<file path="config.mk">
export PLATFORM = sky130hd
export DESIGN_NAME = buzzer_player
export DESIGN_NICKNAME = d
export VERILOG_FILES = /design/src/rtl/buzzer_pkg.sv /design/src/rtl/buzzer_player_tone_gen.sv /design/src/rtl/buzzer_player.sv
export SDC_FILE = /design/constraint.sdc
export NUM_CORES = 1
export LEC_CHECK = 0
export BUFFER_PORTS_ARGS = -buffer_cell sky130_fd_sc_hd__buf_4
export CAP_MARGIN = 20
export CORE_MARGIN = 2
export CORE_UTILIZATION = 35
export CTS_BUF_LIST = sky130_fd_sc_hd__clkbuf_4 sky130_fd_sc_hd__clkbuf_8
export DETAILED_ROUTE_END_ITERATION = 8
export GPL_TIMING_DRIVEN = 0
export PLACE_DENSITY_LB_ADDON = 0.2
export REMOVE_ABC_BUFFERS = 1
export SYNTH_ARGS = -nofsm -noshare
export SYNTH_HDL_FRONTEND = slang
export SYNTH_HIERARCHICAL = 1
export SYNTH_SLANG_ARGS = --single-unit
</file>
<file path="constraint.sdc">
create_clock -name clk -period 7.25 [get_ports clk]
set_clock_uncertainty 0.2 [all_clocks]
set_input_delay 0.3625 -clock clk [delete_from_list [all_inputs] [get_ports clk]]
set_output_delay 0.3625 -clock clk [all_outputs]
set_load 0.02 [all_outputs]
</file>
<file path="src/rtl/buzzer_pkg.sv">
// Shared types and constants for the buzzer alert sequencer.
//   state_t : pattern FSM states (IDLE, ON, OFF)
//   kind_t  : which pattern is playing (CLICK, ALARM)
//   *_UNITS : phase lengths expressed in beep units
//   cnt_width() : counter width that stays at least one bit for tiny ranges
package buzzer_pkg;

  typedef enum logic [1:0] {
    IDLE = 2'd0,
    ON   = 2'd1,
    OFF  = 2'd2
  } state_t;

  typedef enum logic {
    CLICK = 1'b0,
    ALARM = 1'b1
  } kind_t;

  localparam int CLICK_ON_UNITS  = 1;
  localparam int ALARM_ON_UNITS  = 2;
  localparam int ALARM_OFF_UNITS = 1;

  function automatic int cnt_width(input int n);
    return (n > 1) ? $clog2(n) : 1;
  endfunction

endpackage

</file>
<file path="src/rtl/buzzer_player_tone_gen.sv">
// Square-wave tone divider for the piezo.
//   clk, reset : system clock, synchronous active-high reset
//   clr        : restart the wave high with the divider at zero
//   en         : advance the divider by one cycle
//   wave_nxt   : value the wave takes after this edge (look-ahead, so the
//                caller can register the gated buzzer without a cycle of lag)
module tone_gen
  import buzzer_pkg::*;
#(
  parameter int TONE_HALF = 25000
) (
  input  logic clk,
  input  logic reset,
  input  logic clr,
  input  logic en,
  output logic wave_nxt
);

  localparam int TW = cnt_width(TONE_HALF);
  localparam logic [TW-1:0] HALF_LAST = TW'(TONE_HALF - 1);

  logic [TW-1:0] div_cnt;
  logic [TW-1:0] div_cnt_nxt;
  logic          wave;

  always_comb begin
    div_cnt_nxt = div_cnt;
    wave_nxt    = wave;
    if (clr) begin
      div_cnt_nxt = '0;
      wave_nxt    = 1'b1;
    end else if (en) begin
      if (div_cnt == HALF_LAST) begin
        div_cnt_nxt = '0;
        wave_nxt    = ~wave;
      end else begin
        div_cnt_nxt = div_cnt + TW'(1);
      end
    end
  end

  always_ff @(posedge clk) begin
    if (reset) begin
      div_cnt <= '0;
      wave    <= 1'b0;
    end else begin
      div_cnt <= div_cnt_nxt;
      wave    <= wave_nxt;
    end
  end

endmodule

</file>
<file path="src/rtl/buzzer_player.sv">
// Audio-alert sequencer: plays a one-beep click on key_evt and a multi-beep
// alarm on finish_evt, driving the piezo with a square-wave tone.
//   clk, reset : system clock, synchronous active-high reset
//   key_evt    : one-cycle pulse, key press accepted
//   finish_evt : one-cycle pulse, wash program finished
//   mute       : level, silences buzzer only
//   buzzer     : registered square-wave piezo drive
//   buzzer_led : registered, high during every beep ON phase
//   busy       : registered, high while a pattern is in progress
module buzzer_player
  import buzzer_pkg::*;
#(
  parameter int TONE_HALF   = 25000,
  parameter int UNIT        = 5000000,
  parameter int ALARM_BEEPS = 3
) (
  input  logic clk,
  input  logic reset,
  input  logic key_evt,
  input  logic finish_evt,
  input  logic mute,
  output logic buzzer,
  output logic buzzer_led,
  output logic busy
);

  localparam int UW = cnt_width(2 * UNIT);
  localparam int BW = cnt_width(ALARM_BEEPS);

  localparam logic [UW-1:0] CLICK_ON_LAST  = UW'(CLICK_ON_UNITS * UNIT - 1);
  localparam logic [UW-1:0] ALARM_ON_LAST  = UW'(ALARM_ON_UNITS * UNIT - 1);
  localparam logic [UW-1:0] ALARM_OFF_LAST = UW'(ALARM_OFF_UNITS * UNIT - 1);
  localparam logic [BW-1:0] BEEP_LAST      = BW'(ALARM_BEEPS - 1);

  state_t        state, state_nxt;
  kind_t         kind, kind_nxt;
  logic [UW-1:0] unit_cnt, unit_cnt_nxt;
  logic [BW-1:0] beep_cnt, beep_cnt_nxt;
  logic          tone_clr;
  logic          tone_en;
  logic          tone_nxt;
  logic          on_nxt;

  // Next-state logic: events first (finish over key), then phase timing.
  always_comb begin
    state_nxt    = state;
    kind_nxt     = kind;
    unit_cnt_nxt = unit_cnt + UW'(1);
    beep_cnt_nxt = beep_cnt;
    tone_clr     = 1'b0;

    if (finish_evt) begin
      state_nxt    = ON;
      kind_nxt     = ALARM;
      unit_cnt_nxt = '0;
      beep_cnt_nxt = '0;
      tone_clr     = 1'b1;
    end else if (key_evt && (state == IDLE || kind == CLICK)) begin
      // Keys retrigger a click but never disturb a running alarm.
      state_nxt    = ON;
      kind_nxt     = CLICK;
      unit_cnt_nxt = '0;
      beep_cnt_nxt = '0;
      tone_clr     = 1'b1;
    end else begin
      case (state)
        IDLE: begin
          unit_cnt_nxt = '0;
        end
        ON: begin
          if (kind == CLICK) begin
            if (unit_cnt == CLICK_ON_LAST) begin
              state_nxt    = IDLE;
              unit_cnt_nxt = '0;
            end
          end else if (unit_cnt == ALARM_ON_LAST) begin
            unit_cnt_nxt = '0;
            if (beep_cnt == BEEP_LAST) begin
              // Last beep has no trailing OFF gap.
              state_nxt    = IDLE;
              beep_cnt_nxt = '0;
            end else begin
              state_nxt    = OFF;
              beep_cnt_nxt = beep_cnt + BW'(1);
            end
          end
        end
        OFF: begin
          if (unit_cnt == ALARM_OFF_LAST) begin
            state_nxt    = ON;
            unit_cnt_nxt = '0;
            tone_clr     = 1'b1;
          end
        end
        default: begin
          state_nxt    = IDLE;
          unit_cnt_nxt = '0;
          beep_cnt_nxt = '0;
        end
      endcase
    end
  end

  assign on_nxt  = (state_nxt == ON);
  assign tone_en = on_nxt;

  tone_gen #(
    .TONE_HALF (TONE_HALF)
  ) u_tone_gen (
    .clk      (clk),
    .reset    (reset),
    .clr      (tone_clr),
    .en       (tone_en),
    .wave_nxt (tone_nxt)
  );

  // State, counters and registered outputs (decoded from the next state so
  // outputs line up with the state they describe).
  always_ff @(posedge clk) begin
    if (reset) begin
      state      <= IDLE;
      kind       <= CLICK;
      unit_cnt   <= '0;
      beep_cnt   <= '0;
      buzzer     <= 1'b0;
      buzzer_led <= 1'b0;
      busy       <= 1'b0;
    end else begin
      state      <= state_nxt;
      kind       <= kind_nxt;
      unit_cnt   <= unit_cnt_nxt;
      beep_cnt   <= beep_cnt_nxt;
      buzzer     <= on_nxt & tone_nxt & ~mute;
      buzzer_led <= on_nxt;
      busy       <= (state_nxt != IDLE);
    end
  end

endmodule

</file>
=== Word-level counts from Yosys, hierarchy flattened ===
Cells that the tools add are included.

* Add/sub/neg operators: 3
* Bitwise gates (word level): 6
* Muxes and demuxes: 26
* Reductions and logical operators: 9
* Equality and inequality tests: 9

{| class="wikitable"
|+ Operators by type and width
! operator !! number
|-
| $mux 24 || 3
|-
| $pmux 24 s2 || 1
|-
| $add 24x1->24 const B || 1
|-
| $eq 24x23->1 const B || 1
|-
| $eq 24x24->1 const B || 1
|-
| $mux 2 || 10
|-
| $add 15x1->15 const B || 1
|-
| $eq 15x15->1 const B || 1
|-
| $mux 15 || 1
|-
| $mux 1 || 9
|-
| $pmux 2 s3 || 1
|-
| $eq 2x1->1 const B || 2
|-
| $eq 2x2->1 const B || 2
|-
| $ne 2x2->1 const B || 2
|-
| $not 1->1 || 4
|-
| $pmux 2 s2 || 1
|-
| $reduce_bool 2->1 || 2
|-
| $reduce_or 2->1 || 2
|-
| $reduce_and 3->1 || 1
|-
| $reduce_or 3->1 || 1
|-
| $add 2x1->2 const B || 1
|-
| $and 1x1->1 || 2
|-
| $logic_not 2->1 || 1
|-
| $logic_and 1x1->1 || 1
|-
| $logic_or 1x1->1 || 1
|}

* Output and inout port bits: 3
* Word-level logic and storage cells: 62
* Bits in registers: 48
* Input port bits: 5

=== Longest topological paths before layout ===
* Depth in word-level cells: 12
* Gate-level depth with buffers: 15
* Depth with buffers taken out: 14

=== Cells and area by module ===
The synthesis kept the hierarchy.

{| class="wikitable"
|+ By module, submodules not included
! module !! cells each !! instances !! area an instance (um^2) !! seq. area each (um^2)
|-
| buzzer_player || 187 || 1 || 1620.3 || 640.6
|-
| tone_gen || 82 || 1 || 739.5 || 320.3
|}

=== Worst setup path after synthesis ===
Ideal clock, no wire load.

* Path kind: reg2reg
* Start: register unit_cnt[7]
* End: register u_tone_gen.div_cnt[13]
* Cell stages (with the launch flop): 12
* Data required time: 6.980 ns
* Arrival: 3.012 ns
* Path buffers: 1
* Slack: 3.968 ns
* Setup time: 0.070 ns
* Clock period less this slack: 3.282 ns
* Path through: dfxtp_1 -> or4b_1 -> or3_4 -> o31a_2 -> o211ai_1 -> o41ai_1 -> nor2_1 -> and4_1 -> buf_4 -> nand4_1 -> or3_1 -> a21oi_1

* Longest elaborated chain between the ends: 7
* Elaborated cells between the ends (all ways): 15
* Classes of those cells: 3 x eq/ne; 11 x mux; 1 x reduce/logical

{| class="wikitable"
|+ RTL lines
! item !! line !! source
|-
| start, declared || buzzer_player.sv:37 || <nowiki>logic [UW-1:0] unit_cnt, unit_cnt_nxt;</nowiki>
|-
| start signal, assigned || buzzer_player.sv:131 || <nowiki>unit_cnt <= unit_cnt_nxt;</nowiki>
|-
| $eq 24x23->1 / $eq 24x24->1 (equally long branches) || buzzer_player.sv:72, buzzer_player.sv:89, buzzer_player.sv:76 ||
|-
| $mux 2 (on tied branches) || buzzer_player.sv:72, buzzer_player.sv:76 ||
|-
| $mux 2 || buzzer_player.sv:71 || <nowiki>if (kind == CLICK) begin</nowiki>
|-
| $pmux 2 s3 * || buzzer_player.sv:66 || <nowiki>case (state)</nowiki>
|-
| $mux 2 * || buzzer_player.sv:58 || <nowiki>end else if (key_evt && (state == IDLE || kind == CLICK)) begin</nowiki>
|-
| $mux 2 * || buzzer_player.sv:52 || <nowiki>if (finish_evt) begin</nowiki>
|-
| $eq 2x1->1 * || buzzer_player.sv:104 || <nowiki>assign on_nxt = (state_nxt == ON);</nowiki>
|-
| via on_nxt || buzzer_player.sv:42 || <nowiki>logic on_nxt;</nowiki>
|-
| end signal, assigned || buzzer_player_tone_gen.sv:47 || <nowiki>div_cnt <= div_cnt_nxt;</nowiki>
|-
| end, declared || buzzer_player_tone_gen.sv:22 || <nowiki>logic [TW-1:0] div_cnt;</nowiki>
|}

The timed path passes the listed nets; every way through them passes the cells marked *.
A chain may end at the register's enable or synchronous reset.

=== Final worst setup path ===
Ends and elaborated chain as after synthesis.

==> flow_metrics.tcl <==
set metrics [dict create \
    cts_setup_buffers 0 \
    diodes 0 \
    rsz0062_at_grt "no" \
    yosysWarningCount 6 \
    cp_data_required_time_ns 7.28 \
    p_leak_nw 0.842 \
    setup_viol 0 \
    r2r_start "unit_cnt[7]" \
    drv_cap 0 \
    worst-setup-path-type "flip-flop to flip-flop" \
    avgViaCountPerCell 5.04 \
    vias 1775 \
    worstSetupStartpointType "flip-flop" \
    grt_use_total_pct 13.0 \
    routed_wl_mm 4.31 \
    initial_utilization_pct 36.7 \
    dr_wl_met3_um 86 \
    ir_drop_mv 0.0835 \
    finalPower_w 0.000467 \
    clk_latency_ns 0.30 \
    fin_crit_sh_pct 51.1 \
    cts_resized 0 \
    wl_met2_mm 1.90 \
    cp_max_fo 6 \
    min_path_cells 3 \
    boundaryPins 8 \
    die_w_um 86.1 \
    clock_path_buffers 2 \
    grt_first_pass_wirelength_mm 7.72 \
    worstPathArrival_ns 3.73 \
    slew_violations 0 \
    syn_area_um2 2360 \
    synthArstFlopShare_pct 0 \
    status "finished, final reports clean" \
    rows 29 \
    ys_types 46 \
    synth-edff-count 0 \
    cp-end-kind "flip-flop" \
    portBuffers 7 \
    hpwlAfterDp_mm 3.06 \
    die-area_um2 7410 \
    hold_ws_ns 0.0728 \
    drc 0 \
    h-tree-depth 2 \
    final_nets 285 \
    wl_met1_mm 2.28 \
    fmax_ghz 0.270 \
    cpPeakStageDelay_ns 0.56 \
    startpoint "unit_cnt[7]" \
    drtIter0Drc 66 \
    grt_pass1_vias 1719 \
    antenna_found_initial 0 \
    cp_slowest_cell "or4b_1" \
    holdCritStartpoint "finish_evt" \
    ys.flop_type "dfxtp_1" \
    final_cells 352 \
    layout-drive-gt1-share_pct 9.09 \
    ys_seq_area_share_pct 40.7 \
    cellPowerDensity_nw_per_um2 184 \
    wire_per_inst_um 12.2 \
    grt_start_max_net_pins 25 \
    fin_util_pct 39.6 \
    min_period_ns 3.71 \
    drt_pass1_iterations 4 \
    place.gp.congestion 0.759 \
    synth-seq-cells 48 \
    cts_root_buf "clkbuf_8" \
    cts.reportedPaths.clkPinSlew_ns 0.09 \
    fp.coreArea_um2 6420 \
    crit_chain "or4b_1, or3_4, o31a_2, o211ai_1, o41ai_1, nor2_1, and4_1, nand4_1, or3_1, a21oi_1" \
    hp-class "input pin to flip-flop" \
    setup_tns_ns 0 \
    grt_remaining_overflow 0 \
    clkSinkCount 48 \
    cts_buffers 5 \
    die_h_um 86.1 \
    highest_layer "met4" \
    final_hold_viol_count 0 \
    slew_headroom_pct 31.8 \
    cts_tree "built" \
    synth_cells 269 \
    synth.avg_cell_area_um2 8.77 \
    dp.cells 344 \
    area_growth_pct 7.69 \
    ant_nets 0 \
    worst_pin_slew_ns 1.02 \
    cts-hold-fix-buffers 0 \
    worst-r2r-cell-count 10 \
]
path summary, 6_finish.rpt:
path,slack (ns),endpoint
max,3.55,u_tone_gen/div_cnt[13]
min,0.07,kind
max reg2reg,3.55,u_tone_gen/div_cnt[13]
min reg2reg,0.27,beep_cnt[0]
layout by cell type, fill, tap and decap left out, types with 2 or more instances in the layout:
cell	synthesis	layout
nor4_1	3	3
o211ai_1	2	2
nand2b_1	4	4
and3_1	6	6
ha_1	6	6
o21ai_0	4	4
nor3_1	4	4
a21oi_1	5	5
clkbuf_8	0	6
nor4bb_1	4	4
nand4b_1	2	2
xnor2_1	16	16
xor2_1	19	19
nand2_1	17	17
dfxtp_1	48	48
inv_1	10	10
or3_1	4	4
buf_4	4	7
nand4_1	10	10
mux2i_1	2	2
and4_1	4	4
clkbuf_4	0	2
a21o_1	2	2
nor2_1	56	56
nand3_1	13	13
cell type report:
type	count	area, um^2
fillers	664	3880
well taps	77	96.3
multi-input cells	202	1300
flip-flops and latches	48	961
inverters	10	37.5
clock buffers	8	97.6
repair buffers	7	52.6
stage by stage:
stage | area (um^2) | worst slack [ns]
global route | 2540 | 3.23
finish | 2540 | 3.55
floorplan | 2290 | 3.95
detailed placement | 2440 | 3.58
global placement | 2440 | 3.61
CTS | 2540 | 3.54
flip-flops by register name, indices dropped and copies added, names as in the netlist:
register / count
unit_cnt: 24
u_tone_gen/div_cnt: 15
beep_cnt: 2
state: 2
busy: 1
buzzer: 1
buzzer_led: 1
kind: 1
u_tone_gen/wave: 1
cell usage after synthesis (2+ instances only):
cell type / n / area share (%)
nor4_1: 3 / 0.80
and3_1: 6 / 1.6
or3_1: 4 / 1.1
and4_1: 4 / 1.5
o211ai_1: 2 / 0.64
nand4b_1: 2 / 0.74
a21o_1: 2 / 0.64
nand2_1: 17 / 2.7
xnor2_1: 16 / 5.9
inv_1: 10 / 1.6
buf_6: 2 / 0.95
dfxtp_1: 48 / 41
a21oi_1: 5 / 1.1
nor4bb_1: 4 / 1.7
nor3_1: 4 / 0.85
nand2b_1: 4 / 1.1
ha_1: 6 / 3.2
nand4_1: 10 / 2.7
buf_4: 4 / 1.3
o21ai_0: 4 / 0.85
mux2i_1: 2 / 0.85
xor2_1: 19 / 7.1
nor2_1: 56 / 8.9
nand3_1: 13 / 2.8
kinds of logic after synthesis:
group                      synth area share, %
muxes                                    0.848
xor gates and xnor gates                  13.0
DFF                                       40.7
buffers and inverters                     4.35
adders and majority gates                 3.18
AOI/OAI and AO/OA                         7.26
and+or+nand+nor                           30.6
routing by layer:
metal  global-route usage (%)  vias to the layer above
met3                     3.18                        5
met2                     20.2                       12
met5                        0                        -
met1                     17.2                      830
met4                     5.34                        0
li1                         -                      928
power by group:
group	switching, W	leakage [nW]	internal [W]
clock network	0.0000908	0.0523	0.0000856
registers	0.00000211	0.389	0.000267
logic	0.0000130	0.401	0.00000911
total	0.000106	0.842	0.000361
worst max-delay path: cells and delay by family, from the launching register on:
family	cells	cell delay (ns)
simple gates	6	2.17
compound gates	4	0.90
flops	1	0.37
Note: power is estimated with default switching activity, not from simulation.
